--- src/rtl/sbit_gate_monitor.sv ---
// -----------------------------------------------------------------------------
// sbit_gate_monitor
//
// Sits between the per-VFAT frame aligner and the cluster finder. S-bits are
// forwarded only once the link is aligned and has settled for a programmable
// number of cycles. They are blanked on loss of alignment or masking. Each
// 8-bit group that stays nonzero for too long is flagged as stuck and zeroed.
// Exits from the forwarding state are counted for slow control.
//
// Optional feature macro: SBIT_GATE_RATE_EN
//   When defined, adds rate_window_i / rate_o. rate_o reports how many ACTIVE
//   cycles within each window produced a nonzero sbits_o.
//
// Ports:
//   clock             in   40 MHz frame clock
//   reset_i           in   synchronous active-high reset
//   sbits_i           in   aligned S-bits from the frame aligner
//   sot_is_aligned_i  in   aligner ready flag
//   sot_unstable_i    in   aligner sticky unstable flag
//   mask_i            in   VFAT masked by slow control
//   holdoff_i         in   settle cycles after alignment before forwarding
//   stuck_limit_i     in   consecutive nonzero BX that declare a group stuck
//                          (0 disables detection)
//   stuck_clear_i     in   pulse: clear stuck flags and counters
//   rate_window_i     in   (SBIT_GATE_RATE_EN) rate window length in cycles
//   rate_o            out  (SBIT_GATE_RATE_EN) latched rate count
//   sbits_o           out  gated S-bits, one cycle of latency
//   active_o          out  high while in ACTIVE
//   state_o           out  0=WAIT_ALIGN, 1=SETTLE, 2=ACTIVE
//   stuck_mask_o      out  sticky per-group stuck flags
//   realign_cnt_o     out  saturating count of ACTIVE exits
// -----------------------------------------------------------------------------
module sbit_gate_monitor #(
    parameter int MXSBITS          = 64,
    parameter int NGROUPS          = MXSBITS / 8,
    parameter int REALIGN_CNT_BITS = 16
) (
    input  logic                        clock,
    input  logic                        reset_i,
    input  logic [MXSBITS-1:0]          sbits_i,
    input  logic                        sot_is_aligned_i,
    input  logic                        sot_unstable_i,
    input  logic                        mask_i,
    input  logic [7:0]                  holdoff_i,
    input  logic [7:0]                  stuck_limit_i,
    input  logic                        stuck_clear_i,
`ifdef SBIT_GATE_RATE_EN
    input  logic [23:0]                 rate_window_i,
    output logic [23:0]                 rate_o,
`endif
    output logic [MXSBITS-1:0]          sbits_o,
    output logic                        active_o,
    output logic [1:0]                  state_o,
    output logic [NGROUPS-1:0]          stuck_mask_o,
    output logic [REALIGN_CNT_BITS-1:0] realign_cnt_o
);

    typedef enum logic [1:0] {
        ST_WAIT_ALIGN = 2'd0,
        ST_SETTLE     = 2'd1,
        ST_ACTIVE     = 2'd2
    } state_t;

    state_t                        r_state;
    state_t                        w_next_state;
    logic [7:0]                    r_holdoff;
    logic [7:0]                    w_next_holdoff;
    logic                          w_realign_exit;
    logic                          w_bad;
    logic [REALIGN_CNT_BITS-1:0]   r_realign_cnt;
    logic [MXSBITS-1:0]            r_sbits;
    logic [MXSBITS-1:0]            w_stuck_bits;
    logic [NGROUPS-1:0]            r_stuck_mask;
    logic [7:0]                    r_stuck_cnt [NGROUPS];
    logic [8:0]                    w_cnt_inc   [NGROUPS];
    logic [NGROUPS-1:0]            w_grp_hit;

    assign w_bad = mask_i | ~sot_is_aligned_i | sot_unstable_i;

    // ---------------- FSM ----------------
    always_ff @(posedge clock) begin
        if (reset_i) begin
            r_state       <= ST_WAIT_ALIGN;
            r_holdoff     <= 8'd0;
            r_realign_cnt <= '0;
        end else begin
            r_state   <= w_next_state;
            r_holdoff <= w_next_holdoff;
            // Saturate rather than wrap so slow control never sees a false low count.
            if (w_realign_exit && (r_realign_cnt != {REALIGN_CNT_BITS{1'b1}}))
                r_realign_cnt <= r_realign_cnt + REALIGN_CNT_BITS'(1);
        end
    end

    always_comb begin
        w_next_state   = r_state;
        w_next_holdoff = r_holdoff;
        w_realign_exit = 1'b0;
        case (r_state)
            ST_WAIT_ALIGN: begin
                if (!w_bad) begin
                    w_next_state   = ST_SETTLE;
                    w_next_holdoff = holdoff_i;
                end
            end
            ST_SETTLE: begin
                // The counter reaches zero after holdoff_i decrements, so the
                // link spends holdoff_i+1 cycles here before forwarding.
                if (w_bad)
                    w_next_state = ST_WAIT_ALIGN;
                else if (r_holdoff == 8'd0)
                    w_next_state = ST_ACTIVE;
                else
                    w_next_holdoff = r_holdoff - 8'd1;
            end
            ST_ACTIVE: begin
                if (w_bad) begin
                    w_next_state   = ST_WAIT_ALIGN;
                    w_realign_exit = 1'b1;
                end
            end
            default: w_next_state = ST_WAIT_ALIGN;
        endcase
    end

    // ---------------- stuck detection ----------------
    always_comb begin
        w_grp_hit    = '0;
        w_stuck_bits = '0;
        for (int g = 0; g < NGROUPS; g++) begin
            w_grp_hit[g]           = (r_state == ST_ACTIVE) && (stuck_limit_i != 8'd0) &&
                                     (sbits_i[8*g +: 8] != 8'd0);
            w_cnt_inc[g]           = {1'b0, r_stuck_cnt[g]} + 9'd1;
            w_stuck_bits[8*g +: 8] = {8{r_stuck_mask[g]}};
        end
    end

    always_ff @(posedge clock) begin
        if (reset_i) begin
            r_stuck_mask <= '0;
            for (int g = 0; g < NGROUPS; g++)
                r_stuck_cnt[g] <= 8'd0;
        end else begin
            for (int g = 0; g < NGROUPS; g++) begin
                // Clear has priority over a flag that would set this cycle.
                if (stuck_clear_i) begin
                    r_stuck_cnt[g]  <= 8'd0;
                    r_stuck_mask[g] <= 1'b0;
                end else if (w_grp_hit[g]) begin
                    if (r_stuck_cnt[g] != 8'hFF)
                        r_stuck_cnt[g] <= w_cnt_inc[g][7:0];
                    // Compare the post-increment count so the flag lands on the
                    // edge that ends the Nth nonzero cycle.
                    if (w_cnt_inc[g] >= {1'b0, stuck_limit_i})
                        r_stuck_mask[g] <= 1'b1;
                end else begin
                    r_stuck_cnt[g] <= 8'd0;
                end
            end
        end
    end

    // ---------------- data path ----------------
    // Gate on the current state, so the first bad cycle of an ACTIVE exit
    // still forwards its S-bits.
    always_ff @(posedge clock) begin
        if (reset_i)
            r_sbits <= '0;
        else if (r_state == ST_ACTIVE)
            r_sbits <= sbits_i & ~w_stuck_bits;
        else
            r_sbits <= '0;
    end

`ifdef SBIT_GATE_RATE_EN
    logic [23:0] r_win_cnt;
    logic [23:0] r_rate_cnt;
    logic [23:0] r_rate;
    logic        w_rate_hit;
    logic [23:0] w_rate_sum;

    assign w_rate_hit = (r_state == ST_ACTIVE) && (r_sbits != '0);
    assign w_rate_sum = (w_rate_hit && (r_rate_cnt != 24'hFFFFFF)) ? r_rate_cnt + 24'd1
                                                                   : r_rate_cnt;

    always_ff @(posedge clock) begin
        if (reset_i) begin
            r_win_cnt  <= 24'd0;
            r_rate_cnt <= 24'd0;
            r_rate     <= 24'd0;
        end else if (rate_window_i != 24'd0) begin
            // >= keeps the window sane if it is shortened mid-count.
            if (r_win_cnt >= rate_window_i - 24'd1) begin
                r_rate     <= w_rate_sum;
                r_win_cnt  <= 24'd0;
                r_rate_cnt <= 24'd0;
            end else begin
                r_win_cnt  <= r_win_cnt + 24'd1;
                r_rate_cnt <= w_rate_sum;
            end
        end
    end

    assign rate_o = r_rate;
`endif

    assign sbits_o       = r_sbits;
    assign active_o      = (r_state == ST_ACTIVE);
    assign state_o       = r_state;
    assign stuck_mask_o  = r_stuck_mask;
    assign realign_cnt_o = r_realign_cnt;

endmodule

--- config.mk ---
export PLATFORM = sky130hd
export DESIGN_NAME = sbit_gate_monitor
export DESIGN_NICKNAME = d
export VERILOG_FILES = /design/src/rtl/sbit_gate_monitor.sv
export SDC_FILE = /design/constraint.sdc
export NUM_CORES = 1
export LEC_CHECK = 0
export ABC_AREA = 0
export CORE_MARGIN = 3
export CORE_UTILIZATION = 60
export CTS_BUF_LIST = sky130_fd_sc_hd__clkbuf_4 sky130_fd_sc_hd__clkbuf_8
export CTS_CLUSTER_SIZE = 10
export DETAILED_ROUTE_END_ITERATION = 10
export DONT_BUFFER_PORTS = 1
export PLACE_DENSITY_LB_ADDON = 0.1
export SYNTH_ARGS = -nofsm -noshare
export SYNTH_HDL_FRONTEND = slang
export SYNTH_SLANG_ARGS = --single-unit
--- constraint.sdc ---
create_clock -name clock -period 4.55 [get_ports clock]
set_input_delay 0.455 -clock clock [delete_from_list [all_inputs] [get_ports clock]]
set_output_delay 0.455 -clock clock [all_outputs]
set_load 0.02 [all_outputs]
==> qor.yml <==
gp_congestion: 0.880
clkSlewWorstSetupHoldPaths_ns: 0.10
cts_setup_buffers: 0
drtIter0Drc: 405
holdCritPathClass: "primary input to flip-flop"
syn_nets: 947
preCtsSetupSlack_ns: 2.12
async_flop_share_pct: 0
worstMarginPinSlew_ns: 0.751
antenna_found_initial: 0
slew_headroom_pct: 49.6
fmax_mhz: 419
nets: 955
startpoint_type: "flip-flop"
r2r-end: "stuck_mask_o[5]"
viasPerCell: 6.12
port_buffers: 0
drc: 0
place_area_um2: 8330
num-fill-cells: 991
h-tree-depth: 4
fin_tns_setup_ns: 0
setup_ws_ns: 2.16
hpwl_um: 13800
grt_pass1_wl_um: 28600
endpoint_kind: "flip-flop"
core_um2: 13000
rr_worst_depth: 9
ff2ff_setup_slack_ns: 2.16
ys_ff_latch: 162
required_ns: 4.89
fin_skew_ns: 0.00971
diodes: 0
setup_viol_count_final: 0
finalPower_mw: 2.68
grt_overflow_total: 0
synth_cell_types: 53
dieArea_um2: 15000
startpoint: "r_stuck_cnt[1][8]"
min_path_cells: 1
worstReg2RegStart: "r_stuck_cnt[1][8]"
cts.sinks: 162
clk_latency_ns: 0.47
start_util_pct: 62.9
rows: 41
path_max_fanout: 5
die_x_um: 123
p_per_area_nw_per_um2: 306
worst-setup-path-type: "flip-flop to flip-flop"
root_buffer: "clkbuf_8"
cts_made_buffers: 17
routedWlPerCell_um: 18.7
min_to: "realign_cnt_o[11]"
final_area_um2: 8740
cts_resized: 0
rsz0062_at_grt: "false"
vias: 5996
synth-edff-count: 64
cts_hold_buf: 0
postRouteAntennaNets: 0
p_leak_nw: 3.74
cts_tree: "yes"
drv_slew: 0
finalCriticalPeriod_ns: 2.39
min_from: "reset_i"
syn_area_per_cell_um2: 10.4
ios: 177
drive_gt1_share_pct: 5.45
drt_wl_total_um: 18300
ys_seq_area_share_pct: 47.5
cts_buffer_depth: 2
grt_max_degree: 31
ir_drop_mv: 0.316
synthCells: 786
die_h_um: 123
finalHoldViolCount: 0
netlist_area_um2: 8170
first_pass_iters: 5
synthToLayoutAreaGrowth_pct: 7.05
synth_ff_type: "dfxtp_1"
multi_input_area_um2: 4170
critPathArrivalTime_ns: 2.73
period_share_pct: 52.4
ys_warn_count: 0
whs_ns: 0.0507
grt_usage_pct: 24.5
drv_cap: 0
seq_area_um2: 3880
grt_pass1_vias: 5809
status: "finished, final reports clean"
==> power breakdown <==
group | switching (mW) | internal (mW)
clock network | 0.608 | 0.480
registers | 0.00533 | 1.50
logic | 0.0514 | 0.0337
total | 0.664 | 2.01
==> critical path, stage by stage, from the launching register on <==
cell	delay, ns
edfxtp_1	0.43
ha_1	0.21
nand3_1	0.12
nor2_1	0.22
xor2_1	0.25
ha_1	0.30
a211o_1	0.32
a211oi_1	0.18
a21o_1	0.15
a31oi_1	0.08
==> Yosys cell counts (20+ instances only) <==
| cell | n | area share, % |
|---|---|---|
| nor2_1 | 63 | 2.9 |
| nor2b_1 | 20 | 1.5 |
| xnor2_1 | 39 | 4.2 |
| and3_1 | 37 | 2.8 |
| and2_1 | 72 | 5.5 |
| edfxtp_1 | 64 | 24 |
| nand2_1 | 38 | 1.7 |
| nand3_1 | 45 | 2.8 |
| a21oi_1 | 34 | 2.1 |
| dfxtp_1 | 98 | 24 |
| xor2_1 | 23 | 2.5 |
| ha_1 | 75 | 11 |
==> sequential cells by signal, indices dropped and copies added, names as in the netlist <==
name	cells
r_holdoff	8
realign_cnt_o	16
stuck_mask_o	8
sbits_o	64
r_stuck_cnt	64
state_o	2
==> routing by layer <==
layer  part of all wire (%)  vias up  track usage (%)
met5                      0        -                0
met1                     41     2831             30.0
met2                     48      248             41.4
met3                    8.4       42             5.85
met4                    2.9        0             10.1
li1                       -     2875                -
==> layout by cell type (no fill, tap or decap), types with 10 or more instances in the layout <==
master / count
nor2_1: 63
a21oi_1: 34
nand2b_1: 16
o21ai_0: 14
clkbuf_8: 18
nor4_1: 18
and3_1: 37
nor2b_1: 20
a211oi_1: 12
ha_1: 75
dfxtp_1: 98
inv_1: 14
and2_1: 72
nand3_1: 45
nand2_1: 38
xnor2_1: 39
a21o_1: 10
edfxtp_1: 64
xor2_1: 23
==> worst max-delay path by stage <==
| stage | to | slack [ns] |
|---|---|---|
| final | stuck_mask_o[5] | 2.16 |
| after global routing | stuck_mask_o[5] | 1.94 |
| after CTS | stuck_mask_o[5] | 2.19 |
| after detailed placement | r_stuck_cnt[1][16] | 2.12 |
| after global placement | r_stuck_cnt[1][15] | 2.15 |
| after floorplan | stuck_mask_o[5] | 2.50 |
==> logic make-up after synthesis <==
group                    synth area share [%]
AND/OR/NAND/NOR                          23.6
flip-flops                               47.5
multiplexers                            0.123
adder cells (fa/ha/maj)                  11.5
buffers and inverters                    1.46
XOR/XNOR                                 6.65
AO/OA/AOI/OAI                            9.13
==> final cells by class <==
| class | count | share of cell area, % |
|---|---|---|
| Sequential cell | 162 | 44.4 |
| Inverter | 14 | 0.601 |
| Timing Repair Buffer | 2 | 0.172 |
| Multi-Input combinational cell | 597 | 47.6 |
| Tap cell | 172 | 2.46 |
| Clock buffer | 18 | 2.83 |
| Clock inverter | 14 | 1.87 |
==> stage by stage <==
| stage | std cells | utilization, % |
|---|---|---|
| 2_1_floorplan | 786 | - |
| 3_3_place_gp | 947 | 64.2 |
| 3_5_place_dp | 947 | 64.2 |
| 4_1_cts | 979 | 67.4 |
| 5_1_grt | 979 | 67.4 |
| 6_report | 979 | 67.4 |
Power figures use the tool's default switching activity.
==> edit 1: new RTL, same flow settings <==
Add a define of `SBIT_GATE_RATE_EN`.
--- a/src/rtl/sbit_gate_monitor.sv
+++ b/src/rtl/sbit_gate_monitor.sv
@@ -31,4 +31,6 @@
 //   realign_cnt_o     out  saturating count of ACTIVE exits
 // -----------------------------------------------------------------------------
+`define SBIT_GATE_RATE_EN
+
 module sbit_gate_monitor #(
     parameter int MXSBITS          = 64,
Ports: changed (added rate_o and rate_window_i); port bits go from 177 to 225. No check against the original RTL was run, so the function may have changed too.
==> edit 1 against the unedited design <==
  * Wire length up 69%
  * Non-clock buffer count is 11 higher
  * Total power rose by 63%
  * Synthesized cell count increased by 70%
  * Sequential cell count grew 72
  * Setup slack lost 1.5 ns
  * Design area rose by 58%
  * Via count is 62% higher
  * Synthesized area up 55%
  * Highest routed layer unchanged
  * Final cell count grew 68%
  * First-iteration DRC count is 16% higher
==> edit 1: results (changes against the unedited design) <==
| Metric | Value |
|---|---|
| Via count of the first global-routing pass | 9,475 (+63%) |
| Capturing point of the worst reg2reg path | r_rate_cnt[20]$_SDFFE_PP0P_ |
| CTS Hold Bufs | 2 (+2) |
| Sequential element share of the synthesized area | 42.0% (-5.5 points) |
| Largest cells by area after synthesis | sky130_fd_sc_hd__dfxtp_1 27%, sky130_fd_sc_hd__edfxtp_1 15%, sky130_fd_sc_hd__ha_1 10% |
| Register-to-register path setup slack | 1.51 ns (-0.65 ns) |
| Post-CTS Repair Setup Buffers | 0 (unchanged) |
| Number of cells on the worst hold path | 1 (unchanged) |
| Worst ir drop on vdd | 0.000207 V (-34%) |
| Routability Congestion | 0.848 (-3.6%) |
| Lkg Pwr | 5.56 nW (+49%) |
| Synth cell count leaders | 170 x sky130_fd_sc_hd__dfxtp_1, 136 x sky130_fd_sc_hd__nor2_1, 103 x sky130_fd_sc_hd__ha_1, 97 x sky130_fd_sc_hd__nand2_1, 69 x sky130_fd_sc_hd__xor2_1 |
| Stage delay of the slowest cell on the critical path | 0.67 ns (+0.24 ns) |
| Number of fillers in the final layout | 1,704 (+72%) |
| Critical path capture point | r_win_cnt[11]$_SDFFE_PP0P_ |
| Worst hold-check path type | in2reg |
| Clock skew after layout | 0.0201 ns (+0.0104 ns) |
| Clk pin slew, worst setup/hold paths | 0.06 ns (-0.04 ns) |
| Later-pin clock latency in the skew report | 0.54 ns (+0.07 ns) |
| Detailed-placement wirelength estimate | 22,800 µm (+65%) |
| WHS | 0.0328 ns (-0.0180 ns) |
| Number of buffers added by the clock tree synthesis step | 40 (+23) |
| Status | complete, no violations |
| Critical Path Slowest Stage Cell | sky130_fd_sc_hd__or2_1 |
| Rel. slew slack | 36.0% (-14 points) |
| Routed wirelength normalized by instance count | 18.7 µm (about the same) |
| Largest net degree at the start of global routing | 53 (+71%) |
| Critical path fanouts, max | 23 (+18) |
| Global-route wire length before repair | 47,900 µm (+67%) |
| Buffer cell driving the clock tree root | sky130_fd_sc_hd__clkbuf_8 |
| Violation count after the first detailed-routing iteration | 470 (+16%) |
| Terminating pin of the worst hold path | r_rate_cnt[9]$_SDFFE_PP0P_ |
| Level count of the clock H-tree | 2 (-2) |
| Startpoint of the most critical hold path | reset_i |
| CP top delay family | simple AND/OR/NAND/NOR gates |
| Arrival time at the worst endpoint | 4.26 ns (+1.53 ns) |
| Proportion of layout cells with a drive suffix above 1 | 8.41% (+3.0 points) |
| Layout net count | 1,562 (+64%) |
| Reg-to-Reg Start | state_o[1]$_SDFFE_PP0P_ |
| Cells on worst reg2reg path | 6 (-3) |
| Max Buffers Root-to-Sink | 3 (+1) |
| Total routing usage reported by global routing | 26.3% (+1.8 points) |
| Critical path startpoint | rate_window_i[5] |
| Library cells used by synthesis | 64 (+21%) |
| DR vias/cell | 5.91 (-3.6%) |
| Warnings, synthesis | 0 (unchanged) |
## edit 1: cells by family (layout without fill, tap and decap cells)
| group | after synthesis | in the layout | synth area share [%] |
|---|---|---|---|
| flops | 234 | 234 | 42.0 |
| compound gates | 172 | 172 | 9.32 |
| xor+xnor | 129 | 129 | 8.92 |
| fa+ha+maj | 103 | 103 | 10.2 |
| mux | 15 | 15 | 1.19 |
| simple gates | 604 | 604 | 25.5 |
| buf+inv | 81 | 122 | 2.90 |
## edit 1: power breakdown
group,total [mW],internal [mW],switching [mW]
combinational,0.148,0.0611,0.0868
clock,2.08,1.22,0.854
sequential,2.14,2.13,0.00739
## edit 1: per-stage QoR
stage,setup WS (ns),util (%),cells,instance area (µm²)
finish,0.685,67.3,1649,13800
global route,0.263,67.3,1649,13800
CTS,0.658,67.3,1649,13800
detailed placement,0.107,62.7,1575,12900
global placement,0.307,62.7,1575,12900
floorplan,0.720,-,1338,12700
## edit 1: routing by layer
layer  up-vias  routed length, µm  GRT usage (%)
met3        55               1850           5.48
met1      4609              13100           33.4
met4         0                688           7.52
met2       266              15100           45.3
met5         -                  0              0
li1       4809                  -              -
## edit 1: worst register-to-register path, stage by stage (launching register included)
cell	delay [ns]
sky130_fd_sc_hd__dfxtp_1	0.51
sky130_fd_sc_hd__nor2b_1	0.64
sky130_fd_sc_hd__o211ai_2	0.21
sky130_fd_sc_hd__nor2_1	0.77
sky130_fd_sc_hd__nand3_1	0.28
sky130_fd_sc_hd__or3_1	0.38
sky130_fd_sc_hd__o32ai_1	0.14
## edit 1: final cells by class
type                       count  area (µm²)  area share [%]
tap                          270         338            2.45
clock buffer                  65         838            6.08
inverter                      37         139            1.01
clock inverter                 7        63.8           0.463
sequential                   234        5330            38.6
multi-input combinational   1023        6980            50.6
timing repair buffer          13         113           0.816
==> edit 2: new RTL, config.mk and constraints unchanged <==
Made on the original files. Take the reset off `r_holdoff` and load it in a clocked block of its own.
--- a/src/rtl/sbit_gate_monitor.sv
+++ b/src/rtl/sbit_gate_monitor.sv
@@ -82,13 +82,15 @@
         if (reset_i) begin
             r_state       <= ST_WAIT_ALIGN;
-            r_holdoff     <= 8'd0;
             r_realign_cnt <= '0;
         end else begin
             r_state   <= w_next_state;
-            r_holdoff <= w_next_holdoff;
             // Saturate rather than wrap so slow control never sees a false low count.
             if (w_realign_exit && (r_realign_cnt != {REALIGN_CNT_BITS{1'b1}}))
                 r_realign_cnt <= r_realign_cnt + REALIGN_CNT_BITS'(1);
         end
+    end
+
+    always_ff @(posedge clock) begin
+        r_holdoff <= w_next_holdoff;
     end
 
Formal check against the unedited RTL: no difference found for any inputs over 4 cycles, from zero or initial values and one cycle with reset_i high; that may be too few to reach the edited logic, so the function may still have changed.
==> edit 2 against the unedited design <==
  * Total power shrank 4.6%
  * Sequential cell count is the same
  * Wire length shrank 6.5%
  * Setup slack lost 0.27 ns
  * Clock skew shrank 0.0015 ns
  * Design area shrank 1.2%
  * Synthesized area shrank 0.93%
==> edit 2: results (changes against the unedited design) <==
| Metric | Value |
|---|---|
| Status | complete, no violations |
| Via count of the first global-routing pass | 5,650 (-2.7%) |
| Proportion of layout cells with a drive suffix above 1 | 5.42% (-0.030 points) |
| Reg power frac | 59.2% (+3.0 points) |
| Placed cell areas | 0.00827 mm² (-0.74%) |
| Number of fillers in the final layout | 1,010 (+1.9%) |
| Largest net degree at the start of global routing | 23 (-26%) |
| Critical Path Slowest Stage Cell | sky130_fd_sc_hd__a2111oi_4 |
| Cells on worst reg2reg path | 3 (-6) |
| Routed wire length on met3 | 1040 µm (-32%) |
| Util after Layout | 67.1% (-0.30 points) |
| Library cells used by synthesis | 49 (-7.5%) |
| Placement-stage worst setup slack | 1.88 ns (-0.241 ns) |
| Worst ir drop on vdd | 0.000257 V (-19%) |
| Global-route wire length before repair | 27,000 µm (-5.5%) |
| WHS | 0.0395 ns (-0.0112 ns) |
| Largest cells by area after synthesis | sky130_fd_sc_hd__edfxtp_1 27%, sky130_fd_sc_hd__dfxtp_1 22%, sky130_fd_sc_hd__ha_1 12% |
| GR met3 Demand/Resource | 7.99% (+2.1 points) |
| Met2 usage | 39.1% (-2.3 points) |
| Clock skew after layout | 0.00818 ns (-0.00152 ns) |
| Filler-free cell count of the finished design | 965 (-1.4%) |
| Final WL | 17,100 µm (-6.5%) |
| Critical path fanouts, max | 13 (+8) |
| Reg-to-Reg Start | state_o[1]$_SDFFE_PP0P_ |
| Synth cell count leaders | 90 x sky130_fd_sc_hd__dfxtp_1, 75 x sky130_fd_sc_hd__ha_1, 72 x sky130_fd_sc_hd__edfxtp_1, 70 x sky130_fd_sc_hd__and2_1, 59 x sky130_fd_sc_hd__nor2_1 |
| Gate count after technology mapping | 768 (-2.3%) |
| Stage delay of the slowest cell on the critical path | 0.93 ns (+0.50 ns) |
| Terminating pin of the worst hold path | realign_cnt_o[8]$_SDFFE_PP0P_ |
| Number of synthesized flops with an enable pin | 72 (+13%) |
| Rel. slew slack | 25.5% (-24 points) |
| Final critical path time including I/O delays and setup | 2.66 ns (+0.273 ns) |
| Placed cell count | 933 (-1.5%) |
| Routed metal-1 wirelength | 7190 µm (-3.8%) |
| Total routing usage reported by global routing | 23.3% (-1.1 points) |
| Layout net count | 941 (-1.5%) |
| Share of power burned in the clock network | 38.4% (-2.2 points) |
| Capturing point of the worst reg2reg path | r_stuck_cnt[0][29]$_SDFFCE_PP0P_ |
| Lkg Pwr | 3.67 nW (-2.0%) |
| Arrival time at the worst endpoint | 2.75 ns (+0.02 ns) |
| Internal Dissipation | 1.94 mW (-3.5%) |
| DR vias/cell | 5.81 (-5.2%) |
edit 2: changes by cell type in the layout (fill, tap and decap cells not counted), sizes merged, moves of 7 or more:
cell,before,now
nand2,39,51
xor2,23,33
dfxtp,98,90
nor2b,20,36
a21oi,34,17
edfxtp,64,72
a211oi,14,7
and3,37,22
edit 2: cell type report:
| type | instances | area share, % |
|---|---|---|
| Multi-Input combinational cell | 579 | 46.5 |
| Sequential cell | 162 | 45.9 |
| Clock buffer | 18 | 2.87 |
| Tap cell | 172 | 2.49 |
| Clock inverter | 14 | 1.36 |
| Inverter | 20 | 0.869 |
edit 2: cells by family after synthesis:
group / Yosys count / synth area share [%]
and+or+nand+nor: 354 / 23.7
DFF: 162 / 49.0
AOI/OAI and AO/OA: 83 / 7.08
adders and majority gates: 75 / 11.6
xor gates and xnor gates: 66 / 7.14
buffers and inverters: 27 / 1.38
muxes: 1 / 0.124
